<file path="src/rtl/agc_pkg.sv">
// Shared types and constants for the baseband VGA automatic gain controller.
package agc_pkg;

  typedef enum logic [1:0] {
    IDLE    = 2'd0,
    MEASURE = 2'd1,
    UPDATE  = 2'd2
  } agc_state_t;

  localparam int ATTEN_W  = 10;
  localparam int SAMPLE_W = 8;
  localparam logic [SAMPLE_W-1:0] MIDSCALE  = 8'd128;
  localparam logic [ATTEN_W-1:0]  ATTEN_MAX = 10'd1023;

  // Distance of an offset-binary ADC code from midscale; 0..128 fits in 8 bits.
  function automatic logic [SAMPLE_W-1:0] sample_mag(input logic [SAMPLE_W-1:0] x);
    if (x >= MIDSCALE) begin
      sample_mag = x - MIDSCALE;
    end else begin
      sample_mag = MIDSCALE - x;
    end
  endfunction

endpackage

</file>
<file path="src/rtl/agc_channel.sv">
// One AGC channel: sample magnitude, window peak tracker, threshold compare and
// saturating attenuation register.
module agc_channel
  import agc_pkg::*;
#(
  parameter logic [9:0] RESET_ATTEN = 10'd512
) (
  input  logic       clock,
  input  logic       reset,
  input  logic       load,
  input  logic [9:0] init_atten,
  input  logic       accumulate,
  input  logic       restart,
  input  logic       adjust,
  input  logic       sample_valid,
  input  logic [7:0] sample,
  input  logic [7:0] thresh_hi,
  input  logic [7:0] thresh_lo,
  input  logic [4:0] step,
  output logic [9:0] atten,
  output logic       in_band
);

  logic [7:0]  mag;
  logic [7:0]  peak;
  logic [10:0] sum;
  logic [9:0]  atten_next;
  logic        above;
  logic        below;

  // Hi compare is evaluated first so it wins when the band is misconfigured.
  always_comb begin
    mag        = sample_mag(sample);
    above      = (peak > thresh_hi);
    below      = (peak < thresh_lo);
    in_band    = !above && !below;
    sum        = {1'b0, atten} + {6'b000000, step};
    atten_next = atten;
    if (above) begin
      atten_next = (sum > {1'b0, ATTEN_MAX}) ? ATTEN_MAX : sum[9:0];
    end else if (below) begin
      atten_next = (atten >= {5'b00000, step}) ? (atten - {5'b00000, step}) : 10'd0;
    end else begin
      atten_next = atten;
    end
  end

  // Peak and attenuation state; a restart seeds the peak with any sample
  // arriving in the same cycle so the next window does not lose it.
  always_ff @(posedge clock) begin
    if (reset) begin
      atten <= RESET_ATTEN;
      peak  <= 8'd0;
    end else if (load) begin
      atten <= init_atten;
      peak  <= 8'd0;
    end else begin
      if (adjust) begin
        atten <= atten_next;
      end
      if (restart) begin
        peak <= sample_valid ? mag : 8'd0;
      end else if (accumulate && (mag > peak)) begin
        peak <= mag;
      end
    end
  end

endmodule

</file>
<file path="src/rtl/baseband_vga_agc.sv">
// Closed-loop AGC for the I/Q baseband receive chain: window FSM, window
// counter and lock counter around two per-channel attenuation trackers.
module baseband_vga_agc
  import agc_pkg::*;
#(
  parameter int         WINDOW_LOG2 = 6,
  parameter int         LOCK_COUNT  = 4,
  parameter logic [9:0] RESET_ATTEN = 10'd512
) (
  input  logic       clock,
  input  logic       reset,
  input  logic       enable,
  input  logic       freeze,
  input  logic       rx_valid,
  input  logic [7:0] rx_i_data,
  input  logic [7:0] rx_q_data,
  input  logic [9:0] cfg_init_atten,
  input  logic [7:0] cfg_thresh_hi,
  input  logic [7:0] cfg_thresh_lo,
  input  logic [4:0] cfg_step,
  output logic [9:0] vga_atten_i,
  output logic [9:0] vga_atten_q,
  output logic       locked,
  output logic       active
);

  localparam int LOCK_W = $clog2(LOCK_COUNT + 1);
  localparam logic [LOCK_W-1:0]      LOCK_FULL = LOCK_W'(LOCK_COUNT);
  localparam logic [WINDOW_LOG2-1:0] WIN_LAST  = {WINDOW_LOG2{1'b1}};

  agc_state_t              state, state_next;
  logic [WINDOW_LOG2-1:0]  wcnt, wcnt_next;
  logic [LOCK_W-1:0]       lock_cnt, lock_next;
  logic                    load, accumulate, restart, adjust;
  logic                    in_band_i, in_band_q;

  // Next-state and per-cycle channel controls.
  always_comb begin
    state_next = state;
    wcnt_next  = wcnt;
    lock_next  = lock_cnt;
    load       = 1'b0;
    accumulate = 1'b0;
    restart    = 1'b0;
    adjust     = 1'b0;
    case (state)
      IDLE: begin
        if (enable) begin
          state_next = MEASURE;
          load       = 1'b1;
          wcnt_next  = {WINDOW_LOG2{1'b0}};
          lock_next  = {LOCK_W{1'b0}};
        end else begin
          state_next = IDLE;
        end
      end
      MEASURE: begin
        if (!enable) begin
          state_next = IDLE;
          lock_next  = {LOCK_W{1'b0}};
        end else if (freeze) begin
          state_next = MEASURE;
        end else if (rx_valid) begin
          accumulate = 1'b1;
          wcnt_next  = wcnt + WINDOW_LOG2'(1);
          state_next = (wcnt == WIN_LAST) ? UPDATE : MEASURE;
        end else begin
          state_next = MEASURE;
        end
      end
      UPDATE: begin
        if (!enable) begin
          state_next = IDLE;
          lock_next  = {LOCK_W{1'b0}};
        end else if (freeze) begin
          state_next = UPDATE;
        end else begin
          state_next = MEASURE;
          adjust     = 1'b1;
          restart    = 1'b1;
          wcnt_next  = rx_valid ? WINDOW_LOG2'(1) : {WINDOW_LOG2{1'b0}};
          if (in_band_i && in_band_q) begin
            lock_next = (lock_cnt == LOCK_FULL) ? LOCK_FULL : (lock_cnt + LOCK_W'(1));
          end else begin
            lock_next = {LOCK_W{1'b0}};
          end
        end
      end
      default: begin
        state_next = IDLE;
        lock_next  = {LOCK_W{1'b0}};
      end
    endcase
  end

  // Control registers; locked/active follow the next-cycle values so they
  // change in the same cycle as the counter and state they describe.
  always_ff @(posedge clock) begin
    if (reset) begin
      state    <= IDLE;
      wcnt     <= {WINDOW_LOG2{1'b0}};
      lock_cnt <= {LOCK_W{1'b0}};
      locked   <= 1'b0;
      active   <= 1'b0;
    end else begin
      state    <= state_next;
      wcnt     <= wcnt_next;
      lock_cnt <= lock_next;
      locked   <= (lock_next == LOCK_FULL);
      active   <= (state_next != IDLE);
    end
  end

  agc_channel #(.RESET_ATTEN(RESET_ATTEN)) u_chan_i (
    .clock       (clock),
    .reset       (reset),
    .load        (load),
    .init_atten  (cfg_init_atten),
    .accumulate  (accumulate),
    .restart     (restart),
    .adjust      (adjust),
    .sample_valid(rx_valid),
    .sample      (rx_i_data),
    .thresh_hi   (cfg_thresh_hi),
    .thresh_lo   (cfg_thresh_lo),
    .step        (cfg_step),
    .atten       (vga_atten_i),
    .in_band     (in_band_i)
  );

  agc_channel #(.RESET_ATTEN(RESET_ATTEN)) u_chan_q (
    .clock       (clock),
    .reset       (reset),
    .load        (load),
    .init_atten  (cfg_init_atten),
    .accumulate  (accumulate),
    .restart     (restart),
    .adjust      (adjust),
    .sample_valid(rx_valid),
    .sample      (rx_q_data),
    .thresh_hi   (cfg_thresh_hi),
    .thresh_lo   (cfg_thresh_lo),
    .step        (cfg_step),
    .atten       (vga_atten_q),
    .in_band     (in_band_q)
  );

endmodule

</file>
<file path="config.mk">
export PLATFORM = sky130hd
export DESIGN_NAME = baseband_vga_agc
export DESIGN_NICKNAME = d
export VERILOG_FILES = /design/src/rtl/agc_pkg.sv /design/src/rtl/agc_channel.sv /design/src/rtl/baseband_vga_agc.sv
export SDC_FILE = /design/constraint.sdc
export NUM_CORES = 1
export LEC_CHECK = 0
export CAP_MARGIN = 20
export CORE_ASPECT_RATIO = 1.75
export CORE_MARGIN = 2
export CORE_UTILIZATION = 60
export DETAILED_ROUTE_END_ITERATION = 8
export PLACE_DENSITY = 0.86
export SLEW_MARGIN = 10
export SYNTH_ARGS = -nofsm -noshare
export SYNTH_HDL_FRONTEND = slang
export SYNTH_HIERARCHICAL = 1
export SYNTH_SLANG_ARGS = --single-unit
</file>
<file path="constraint.sdc">
create_clock -name clock -period 7.17 [get_ports clock]
set_clock_uncertainty 0.15 [all_clocks]
set_input_delay 1.0755 -clock clock [delete_from_list [all_inputs] [get_ports clock]]
set_output_delay 1.0755 -clock clock [all_outputs]
set_load 0.03 [all_outputs]
</file>
# Word-level counts from Yosys, hierarchy flattened
# Index checks and enable logic that the tools add are counted.
[totals]
ff_bits = 49
latch_bits = 0
mem_bits_rw = 0
rom_bits = 0
input_bits = 52
out_inout_bits = 22
word_cells = 115
n_memories = 0
[op_classes]
n_addsub = 10
mul = 0
div = 0
n_lt_le_gt_ge = 12
n_eq_ne = 11
shift = 0
mux = 52
bitwise_logic = 0
reduce_logical = 21
[ops]
columns = ["operator", "count"]
rows = [
  ["$mux W10", 12],
  ["$mux W8", 8],
  ["$mux W6", 6],
  ["$gt A8 B8 Y1", 4],
  ["$add A10 B5 Y11", 2],
  ["$gt A11 B10 Y1 const B", 2],
  ["$ge A10 B5 Y1", 2],
  ["$sub A10 B5 Y10", 2],
  ["$mux W3", 6],
  ["$pmux W6 S3", 1],
  ["$ge A8 B8 Y1 const B", 2],
  ["$lt A8 B8 Y1", 2],
  ["$sub A8 B8 Y8 const A", 2],
  ["$sub A8 B8 Y8 const B", 2],
  ["$mux W2", 6],
  ["$ne A2 B2 Y1 const B", 6],
  ["$mux W1", 11],
  ["$pmux W3 S3", 1],
  ["$reduce_bool A3 Y1", 3],
  ["$reduce_bool A2 Y1", 4],
  ["$reduce_and A7 Y1", 1],
  ["$add A6 B1 Y6 const B", 1],
  ["$eq A3 B3 Y1 const B", 2],
  ["$eq A6 B6 Y1 const B", 1],
  ["9 further kinds", 17],
]

# Depth between registers and ports, before layout
# Gate-level depths: netlist of run 1.
[logic_depth]
depth_word = 9
depth_mapped = 12
mapped_depth_nobuf = 11

# Modules after synthesis
# Netlist of run 1, hierarchy kept.
[modules_own_cells]
columns = ["mod", "instances", "cells_each", "area_per_inst_um2", "seq_area_each_um2"]
rows = [
  ["agc_channel at u_chan_q", 1, 312, 2418.6, 360.3],
  ["agc_channel at u_chan_i", 1, 300, 2383.5, 360.3],
  ["baseband_vga_agc", 1, 98, 874.6, 260.2],
]

# Worst setup path after synthesis of run 1
# OpenSTA, ideal clock, no wires.
[synth_timing]
kind = "input port to flip-flop"
start = "in rx_i_data[1]"
end = "reg u_chan_i.peak[2]"
setup_time_ps = 130
t_arrival_ps = 3219
t_required_ps = 6890
slack_ps = 3671
stages = 9
path_buffers = 1
cell_sequence = "or3_1 > nor3_1 > nor4b_1 > ha_1 > nand3_1 > o31a_1 > o22ai_1 > clkbuf_1 > o21ai_0"
[synth_between]
elab_chain_cells = 5
word_cells_on_any_way = 10
cone_classes = "add/sub (2); order compare (2); mux (4); reduce/logical (2)"
[synth_rtl]
columns = ["element", "line_no", "text"]
rows = [
  ["from (decl)", "baseband_vga_agc.sv:15", "input logic [7:0] rx_i_data,"],
  ["$sub A8 B8 Y8, or another cell as far along", "agc_pkg.sv:20", "sample_mag = MIDSCALE - x;"],
  ["$mux W8 (*)", "agc_pkg.sv:17", "if (x >= MIDSCALE) begin"],
  ["$gt A8 B8 Y1", "agc_channel.sv:63", "end else if (accumulate && (mag > peak)) begin"],
  ["$logic_and A1 B1 Y1", "agc_channel.sv:63", ""],
  ["$reduce_bool A2 Y1 (no line)", "-", ""],
  ["to (signal assigned)", "agc_channel.sv:62", "peak <= sample_valid ? mag : 8'd0;"],
  ["to (signal assigned)", "agc_channel.sv:64", "peak <= mag;"],
  ["to (decl)", "agc_channel.sv:25", "logic [7:0] peak;"],
]
# Every way passes the cells marked *; elsewhere a longest branch is shown, timed or not. The select of a mux whose other input is x is not followed.
# A chain may end at the register's enable or synchronous reset.

# Worst setup path in the final report of run 1
[layout_timing]
start = "in rx_q_data[0]"
end = "reg u_chan_q.peak[7]"
[layout_between]
elab_chain_cells = 5
word_cells_on_any_way = 10
cone_classes = "add/sub (2); order compare (2); mux (4); reduce/logical (2)"
[layout_rtl]
columns = ["element", "line_no", "text"]
rows = [
  ["from (decl)", "baseband_vga_agc.sv:16", "input logic [7:0] rx_q_data,"],
  ["$sub A8 B8 Y8, or another cell as far along", "agc_pkg.sv:20", ""],
  ["$mux W8 (*)", "agc_pkg.sv:17", ""],
  ["$gt A8 B8 Y1", "agc_channel.sv:63", ""],
  ["$logic_and A1 B1 Y1", "agc_channel.sv:63", ""],
  ["$reduce_bool A2 Y1 (no line)", "-", ""],
  ["to (signal assigned)", "agc_channel.sv:62", ""],
  ["to (signal assigned)", "agc_channel.sv:64", ""],
  ["to (decl)", "agc_channel.sv:25", ""],
]
# Marks and branches as above.

==> run metrics, run 1 <==
Synth Instances 710; Die Y-Extent 133 µm; setup_tns 0 ns; CTS sink count 49; top cell type's share of synthesized area 17.3%; Syn-to-layout area delta 14.6%; Post-synth EDFFs 0; FILL cells 760; Clk pin slew, worst setup/hold paths 0.07 ns; Peak Freq 235 MHz; FP Rows 47; peak supply drop 0.000134 V; top-count cell post-synth inv_1; Slew @ Worst Pin 1.03 ns; Post-synth ARST share 0%; clock root buffer clkbuf_16; Port Buffers 73; CTS tree yes; Multi-input gate area 4090 µm²; Routed WL 16.2 mm; initial antenna violation count 0; final setup vio count 0; Via density 6.37; post-route ant nets 0; Avg Inst Size Synth 8.00 µm²; layout cells sized above 1 7.92%; crit path capture type flip-flop; Hold Fails Final Rpt 0; Post-Syn Area 5680 µm²; unrepaired setup endpoints after global routing false; FF+latch area 981 µm²; WS Path Type in -> reg; Req. time, crit path 7.18 ns; die area 10300 µm²; vias in the first global route 5620; GRT overflow 0; Worst-Skew Late Latency 0.30 ns; Slew Viols, Final 0; Routed WL per cell 18.2 µm; GRT Max-Usage Layer met2; met1 usage 31.2%; crit path DAT 4.27 ns; I/O pins 74; HPWL after detailed placement 12.8 mm; Netlist cell types 95; DR vias 5684; Power Dens Cells 136 nW/µm²; Seq/Total Area, Yosys 17.3%; chip width 77.5 µm; top post-synthesis cells by count 98 x inv_1, 76 x ha_1, 50 x nor2_1; Longest Clk Path Bufs 2; Min-Delay Path Class reg -> reg; leakage power 2.79 nW; cts hold-fix bufs 0; post_cts resized 0; cts bufs inserted 5; synth top area cells dfxtp_1 17%, ha_1 17%, inv_1 6.5%; DR DRC count 0; Max Cap Viol 0; dominant synthesized flop cell dfxtp_1; CTS H-tree depth 2; drt pass-1 iters 6; yosys warns 6; M3 GR Usage 3.41%; FF+latch count, synth 49; overall power 888 µW; initial core utilization 60.7%; Post-CTS Setup Repair Bufs 0; final worst-path cycle share 59.3%; Core Box Area 9350 µm²; fin nets 901; initial DRC count 363; relative slew slack 31.0%; n_diodes 0; gpl congestion 0.962; Synthesized Nets 842; Crit Path Max Fanout 14; first-pass GRT wire length 25.9 mm; largest net degree at the start of global routing 38; Worst setup SP type primary input; post-synth top area cell dfxtp_1; status completed; met2 usage 57.7%; post-layout min period 4.25 ns; gr usage total 31.0%
[worst max-delay path, cell delays in order]
cell	delay, ns
clkdlybuf4s50_1	0.52
inv_1	0.09
ha_1	0.29
mux2_2	0.28
ha_1	0.30
nor2b_1	0.15
o21a_1	0.16
o21ai_0	0.15
a211oi_1	0.10
o22ai_1	0.80
mux2i_1	0.29
nor2_1	0.06
[routing by layer]
metal	share of wire (%)	vias to the layer above
met5	0	-
met4	6.6	0
met3	5.0	67
met2	52	247
met1	36	2682
li1	-	2688
[stage by stage]
step,worst slack [ns],cells,hold slack (ns),utilization [%],instance area [µm²]
floorplan,3.67,710,0.301,-,5680
global placement,2.74,884,0.319,68.1,6370
detailed placement,2.65,884,0.331,68.1,6370
CTS,2.95,892,0.359,69.6,6510
global route,2.62,892,0.372,69.6,6510
finish,2.92,892,0.362,69.6,6510
[state kept, by name, summed over array words and instances, names as in the netlist]
register and cells:
locked 1, u_chan_q/atten 10, u_chan_i/peak 8, state 2, lock_cnt 3, wcnt 6
u_chan_q/peak 8, active 1, u_chan_i/atten 10
[placed cells by master, fill, tap and decap left out, types with 5 or more instances in the layout]
cell,n
o21ai_0,32
a311oi_1,7
ha_1,76
nand4_1,8
a211oi_1,13
a221o_1,5
nand3_1,33
a31oi_1,12
nor4_1,9
nor2b_1,15
a211o_1,5
nand2b_1,21
mux2i_1,7
clkdlybuf4s50_1,73
nor3_1,20
dfxtp_1,49
o31a_1,5
a21o_1,6
o21ai_1,5
o211ai_1,8
clkbuf_16,5
a21oi_1,39
nor2_1,50
nand2_1,27
xnor2_1,5
and3_1,7
inv_1,98
xor2_1,9
[kinds of logic (layout without fill, tap and decap cells)]
family	Yosys count	count (layout)	synth area share, %
buf+inv	125	185	10.7
simple gates	234	234	23.3
fa+ha+maj	80	80	18.2
flops	49	49	17.3
mux	9	9	1.63
xor+xnor	14	14	2.16
compound gates	199	199	26.8
[power breakdown]
group	leakage, nW	switching [mW]	total (mW)	internal [mW]
registers	0.400	0.0188	0.302	0.283
logic	2.32	0.195	0.349	0.154
clock network	0.0706	0.108	0.237	0.129
total	2.79	0.322	0.888	0.566
[final timing paths]
path / end / slack [ns] / from / cells past startpoint
worst max-delay path: u_chan_q/peak[7]$_SDFFE_PP0P_ / 2.92 / rx_q_data[0] / 12
worst min-delay path: u_chan_q/atten[0]$_SDFFE_PP0P_ / 0.36 / u_chan_q/atten[0]$_SDFFE_PP0P_ / 2
worst min register to register: u_chan_q/atten[0]$_SDFFE_PP0P_ / 0.36 / u_chan_q/atten[0]$_SDFFE_PP0P_ / 2
worst max register to register: u_chan_q/atten[1]$_SDFFE_PP0P_ / 3.89 / u_chan_q/peak[1]$_SDFFE_PP0P_ / 8
[cell type report]
class | count | share of cell area, %
repair buffers | 76 | 11.6
flip-flops and latches | 49 | 15.1
clock buffers | 6 | 1.98
multi-input cells | 536 | 62.8
well taps | 122 | 2.35
inverters | 101 | 6.04
clock inverters | 2 | 0.154
Note: power is estimated with default switching activity, not from simulation.
==> run 2: changes to the inputs <==
--- a/config.mk
+++ b/config.mk
@@ -8,9 +8,9 @@
 export CAP_MARGIN = 20
 export CORE_ASPECT_RATIO = 1.75
 export CORE_MARGIN = 2
-export CORE_UTILIZATION = 60
+export CORE_UTILIZATION = 57
 export DETAILED_ROUTE_END_ITERATION = 8
-export PLACE_DENSITY = 0.86
+export PLACE_DENSITY = 0.82
 export SLEW_MARGIN = 10
 export SYNTH_ARGS = -nofsm -noshare
 export SYNTH_HDL_FRONTEND = slang
==> constraint.sdc (replaced) <==
create_clock -name clock -period 4.2 [get_ports clock]
set_clock_uncertainty 0.15 [all_clocks]
set_input_delay 0.63 -clock clock [delete_from_list [all_inputs] [get_ports clock]]
set_output_delay 0.63 -clock clock [all_outputs]
set_load 0.03 [all_outputs]
==> run metrics, run 2 (synthesis results as in run 1) <==
post-route non-filler standard cell count 900 (+0.90%); Peak Freq 280 MHz; WHS 0.367 ns (+0.00433 ns); commonest cells after routing, fill and taps aside 98 x inv_1, 76 x ha_1, 73 x clkdlybuf4s50_1; FF+latch area 981 µm² (unchanged); post-layout min period 3.57 ns; critical path's slowest cell o22ai_1; I/O pins 74 (unchanged); post_cts resized 0 (unchanged); first-pass GRT wire length 25.9 mm (about the same); gpl congestion 0.965 (+0.31%); overall power 1.55 mW (+75%); gr usage total 29.7% (-1.3 points); Slew @ Worst Pin 0.838 ns (-0.197 ns); CTS tree yes; Hold Crit Start wcnt[4]$_SDFFE_PP0P_; fin nets 906 (+0.55%); leakage power 2.82 nW (+1.1%); largest net degree at the start of global routing 22 (-42%); Multi-input gate area 4090 µm² (unchanged); Worst-Skew Late Latency 0.29 ns (about the same); Syn-to-layout area delta 15.7%; Longest Clk Path Bufs 2 (unchanged); DR vias 5674 (-0.18%); Routed WL per cell 17.7 µm (-3.0%); Slew Viols, Final 0 (unchanged); crit path buf inv count 2 (unchanged); crit path launch rx_i_data[1]; cts bufs inserted 5 (unchanged); reg2reg start u_chan_q/peak[5]$_SDFFE_PP0P_; final core occ 67.1% (-2.5 points); Core Box Area 9790 µm² (+4.7%); initial antenna violation count 0 (unchanged); Worst setup SP type primary input; Req. time, crit path 4.26 ns (-2.92 ns); CP peak stage delay 0.45 ns (-0.35 ns); WS Path Type in -> reg; Via density 6.30 (-1.1%); setup_tns 0 ns (unchanged); Crit Path Max Fanout 10 (-4); post-route ant nets 0 (unchanged); Top Family by Delay on Critical Path simple AND/OR/NAND/NOR gates; Hold Fails Final Rpt 0 (unchanged); clock root buffer clkbuf_16; Layout Cell Area excl Fill 6570 µm² (+0.92%); cts hold-fix bufs 0 (unchanged); die area 10800 µm² (+5.0%); n_diodes 0 (unchanged); relative slew slack 44.1% (+13 points); post-placement cell count 892 (+0.90%); status completed; layout cells sized above 1 8.65% (+0.72 points); drt pass-1 iters 5 (-1); unrepaired setup endpoints after global routing false; CP dominant cell by count nand3_1; final worst-path cycle share 85.0%; initial core utilization 58.0% (-2.7 points); Port Buffers 73 (unchanged); peak supply drop 0.000224 V (+67%); largest registers u_chan_i/atten (10), u_chan_q/atten (10); initial DRC count 345 (-5.0%); Min-Delay Path Class reg -> reg; vias in the first global route 5733 (+2.0%); crit-path cells clkdlybuf4s50_1 > or3_1 > nor3_1 > nor4b_1 > ha_1 > nand3_1 > o31a_1 > o22ai_1 > buf_4 > nand3_1 > o21ai_0; FP Rows 48 (+2.1%); DR DRC count 0 (unchanged); Setup WS pre-CTS 0.405 ns (-2.25 ns); Clk pin slew, worst setup/hold paths 0.07 ns (about the same); crit path capture type flip-flop; crit path DAT 3.63 ns (-0.64 ns); HPWL after detailed placement 12.8 mm (+0.43%); Max Cap Viol 0 (unchanged); Post-CTS Setup Repair Bufs 0 (unchanged); commonest non-fill, non-tap cell in the layout inv_1; placed cell area 6410 µm² (+0.65%); CTS H-tree depth 2 (unchanged); CTS sink count 49 (unchanged); final worst-path setup slack 0.632 ns (-2.29 ns); GRT overflow 0 (unchanged); final setup vio count 0 (unchanged); chip width 79.4 µm (+2.5%); Routed WL 15.9 mm (-2.1%); Power Dens Cells 236 nW/µm² (+73%); FILL cells 801 (+5.4%); Die Y-Extent 136 µm (+2.5%)
run 2: layer usage:
layer | routed length [µm] | GRT usage, %
met5 | 0 | 0
met4 | 1020 | 18.5
met3 | 786 | 2.99
met2 | 8220 | 54.9
met1 | 5880 | 31.3
run 2: area by class of cell:
class,count,share of cell area [%]
multi-input cells,536,62.3
flip-flops and latches,49,14.9
repair buffers,81,12.0
inverters,101,5.98
well taps,125,2.38
clock buffers,7,2.32
clock inverters,1,0.0762
run 2: worst paths after layout:
| kind | endpoint | slack [ns] | cells after the start |
|---|---|---|---|
| setup / recovery | u_chan_i/peak[5]$_SDFFE_PP0P_ | 0.63 | 11 |
| setup reg to reg | u_chan_q/atten[1]$_SDFFE_PP0P_ | 1.26 | 9 |
| hold reg to reg | wcnt[4]$_SDFFE_PP0P_ | 0.37 | 1 |
| hold / removal | wcnt[4]$_SDFFE_PP0P_ | 0.37 | 1 |
run 2: power breakdown:
part / internal [mW] / switching [mW] / total, mW
Clock: 0.253 / 0.184 / 0.437
Combinational: 0.266 / 0.333 / 0.600
Sequential: 0.483 / 0.0308 / 0.514
Total: 1.00 / 0.548 / 1.55
==> run 3: changes to the inputs <==
==> constraint.sdc (replaced) <==
create_clock -name clock -period 3.6 [get_ports clock]
set_clock_uncertainty 0.15 [all_clocks]
set_input_delay 0.54 -clock clock [delete_from_list [all_inputs] [get_ports clock]]
set_output_delay 0.54 -clock clock [all_outputs]
set_load 0.03 [all_outputs]
==> run metrics, run 3 (synthesis results as in run 1) <==
status completed; DR DRC count 0 (unchanged); relative slew slack 42.5% (-1.6 points); commonest non-fill, non-tap cell in the layout inv_1; post-layout min period 3.40 ns; Peak Freq 294 MHz; cts bufs inserted 5 (unchanged); Hold Crit Start wcnt[4]$_SDFFE_PP0P_; post-route ant nets 0 (unchanged); final setup vio count 0 (unchanged); crit path capture type flip-flop; largest registers u_chan_i/atten (10), u_chan_q/atten (10); reg2reg start u_chan_q/peak[5]$_SDFFE_PP0P_; Core Box Area 9790 µm² (unchanged); Routed WL 16.7 mm (+5.1%); crit path DAT 3.40 ns (-0.23 ns); drt pass-1 iters 6 (+1); commonest cells after routing, fill and taps aside 98 x inv_1, 76 x ha_1, 73 x clkdlybuf4s50_1; Clk pin slew, worst setup/hold paths 0.07 ns (about the same); CTS H-tree depth 2 (unchanged); FP Rows 48 (unchanged); peak supply drop 0.000201 V (-10%); DR vias 5733 (+1.0%); Via density 6.28 (-0.40%); chip width 79.4 µm (unchanged); gr usage total 30.6% (+0.95 points); vias in the first global route 5848 (+2.0%); Max Cap Viol 0 (unchanged); Crit Path Max Fanout 11 (+1); crit path launch rx_i_data[0]; clock root buffer clkbuf_16; final worst-path cycle share 94.5%; HPWL after detailed placement 13.4 mm (+4.8%); Min-Delay Path Class reg -> reg; fin nets 920 (+1.5%); largest net degree at the start of global routing 17 (-23%); Hold Fails Final Rpt 0 (unchanged); n_diodes 0 (unchanged); Post-CTS Setup Repair Bufs 0 (unchanged); Req. time, crit path 3.60 ns (-0.66 ns); I/O pins 74 (unchanged); Port Buffers 73 (unchanged); initial antenna violation count 0 (unchanged); die area 10800 µm² (unchanged); initial DRC count 504 (+46%); Slew Viols, Final 0 (unchanged); Routed WL per cell 18.3 µm (+3.6%); Slew @ Worst Pin 0.859 ns (+0.0212 ns); Longest Clk Path Bufs 2 (unchanged); gpl congestion 0.981 (+1.6%); Die Y-Extent 136 µm (unchanged); overall power 1.80 mW (+16%); initial core utilization 58.0% (unchanged); cts hold-fix bufs 0 (unchanged); GRT overflow 0 (unchanged); setup_tns 0 ns (unchanged); unrepaired setup endpoints after global routing false; first-pass GRT wire length 26.4 mm (+2.0%); Power Dens Cells 270 nW/µm² (+14%); CTS tree yes; Worst setup SP type primary input; Worst-Skew Late Latency 0.30 ns (about the same); post_cts resized 0 (unchanged); CTS sink count 49 (unchanged); WS Path Type in -> reg; layout cells sized above 1 10.0% (+1.4 points); Syn-to-layout area delta 17.3%; leakage power 2.88 nW (+2.0%)
==> run 3: cell types whose count changed in the layout (fill, tap and decap cells not counted), sizes merged <==
cell / previous run / this run
buf: 8 / 22
clkinv: 1 / 0
==> run 3: worst paths after layout <==
kind	endpoint	slack [ns]	cells past startpoint
min reg2reg	wcnt[4]$_SDFFE_PP0P_	0.36	1
max reg2reg	u_chan_q/atten[3]$_SDFFE_PP0P_	0.74	9
max	u_chan_i/peak[7]$_SDFFE_PP0P_	0.20	13
min	wcnt[4]$_SDFFE_PP0P_	0.36	1
==> run 3: metrics by stage <==
stage               utilization [%]  hold slack, ns  cell area (µm²)  worst slack [ns]  cells
floorplan                         -           0.301             5680             0.637    710
global placement               66.6           0.316             6520             0.128    906
detailed placement             66.6           0.340             6520            0.0406    906
CTS                            68.0           0.348             6660             0.262    913
global route                   68.0           0.379             6660            0.0537    913
finish                         68.0           0.363             6660             0.199    913
==> run 3: power breakdown <==
part           internal [mW]  switching, mW  total, mW
logic                  0.323          0.398      0.720
clock network          0.273          0.204      0.478
registers              0.564         0.0367      0.601
==> run 3: layout make-up <==
type / count / area (µm²)
Timing Repair Buffer: 95 / 896
Tap cell: 125 / 156
Sequential cell: 49 / 981
Fill cell: 828 / 3130
Inverter: 101 / 393
Clock buffer: 7 / 143
Multi-Input combinational cell: 536 / 4090
==> run 3: per-layer routing <==
layer	routed length, µm	GRT usage, %
met5	0	0
met3	889	3.45
met1	6090	30.1
met4	965	18.6
met2	8780	59.1
==> run 3: critical path, stage by stage <==
cell and delay (ns):
clkdlybuf4s50_1 0.44, inv_1 0.11, ha_1 0.17, nor3b_1 0.30, a21oi_1 0.14, xor2_1 0.28
ha_1 0.31, a21o_1 0.18, a211o_1 0.28, o22ai_1 0.17, buf_4 0.22, mux2i_1 0.21
nor2_1 0.06
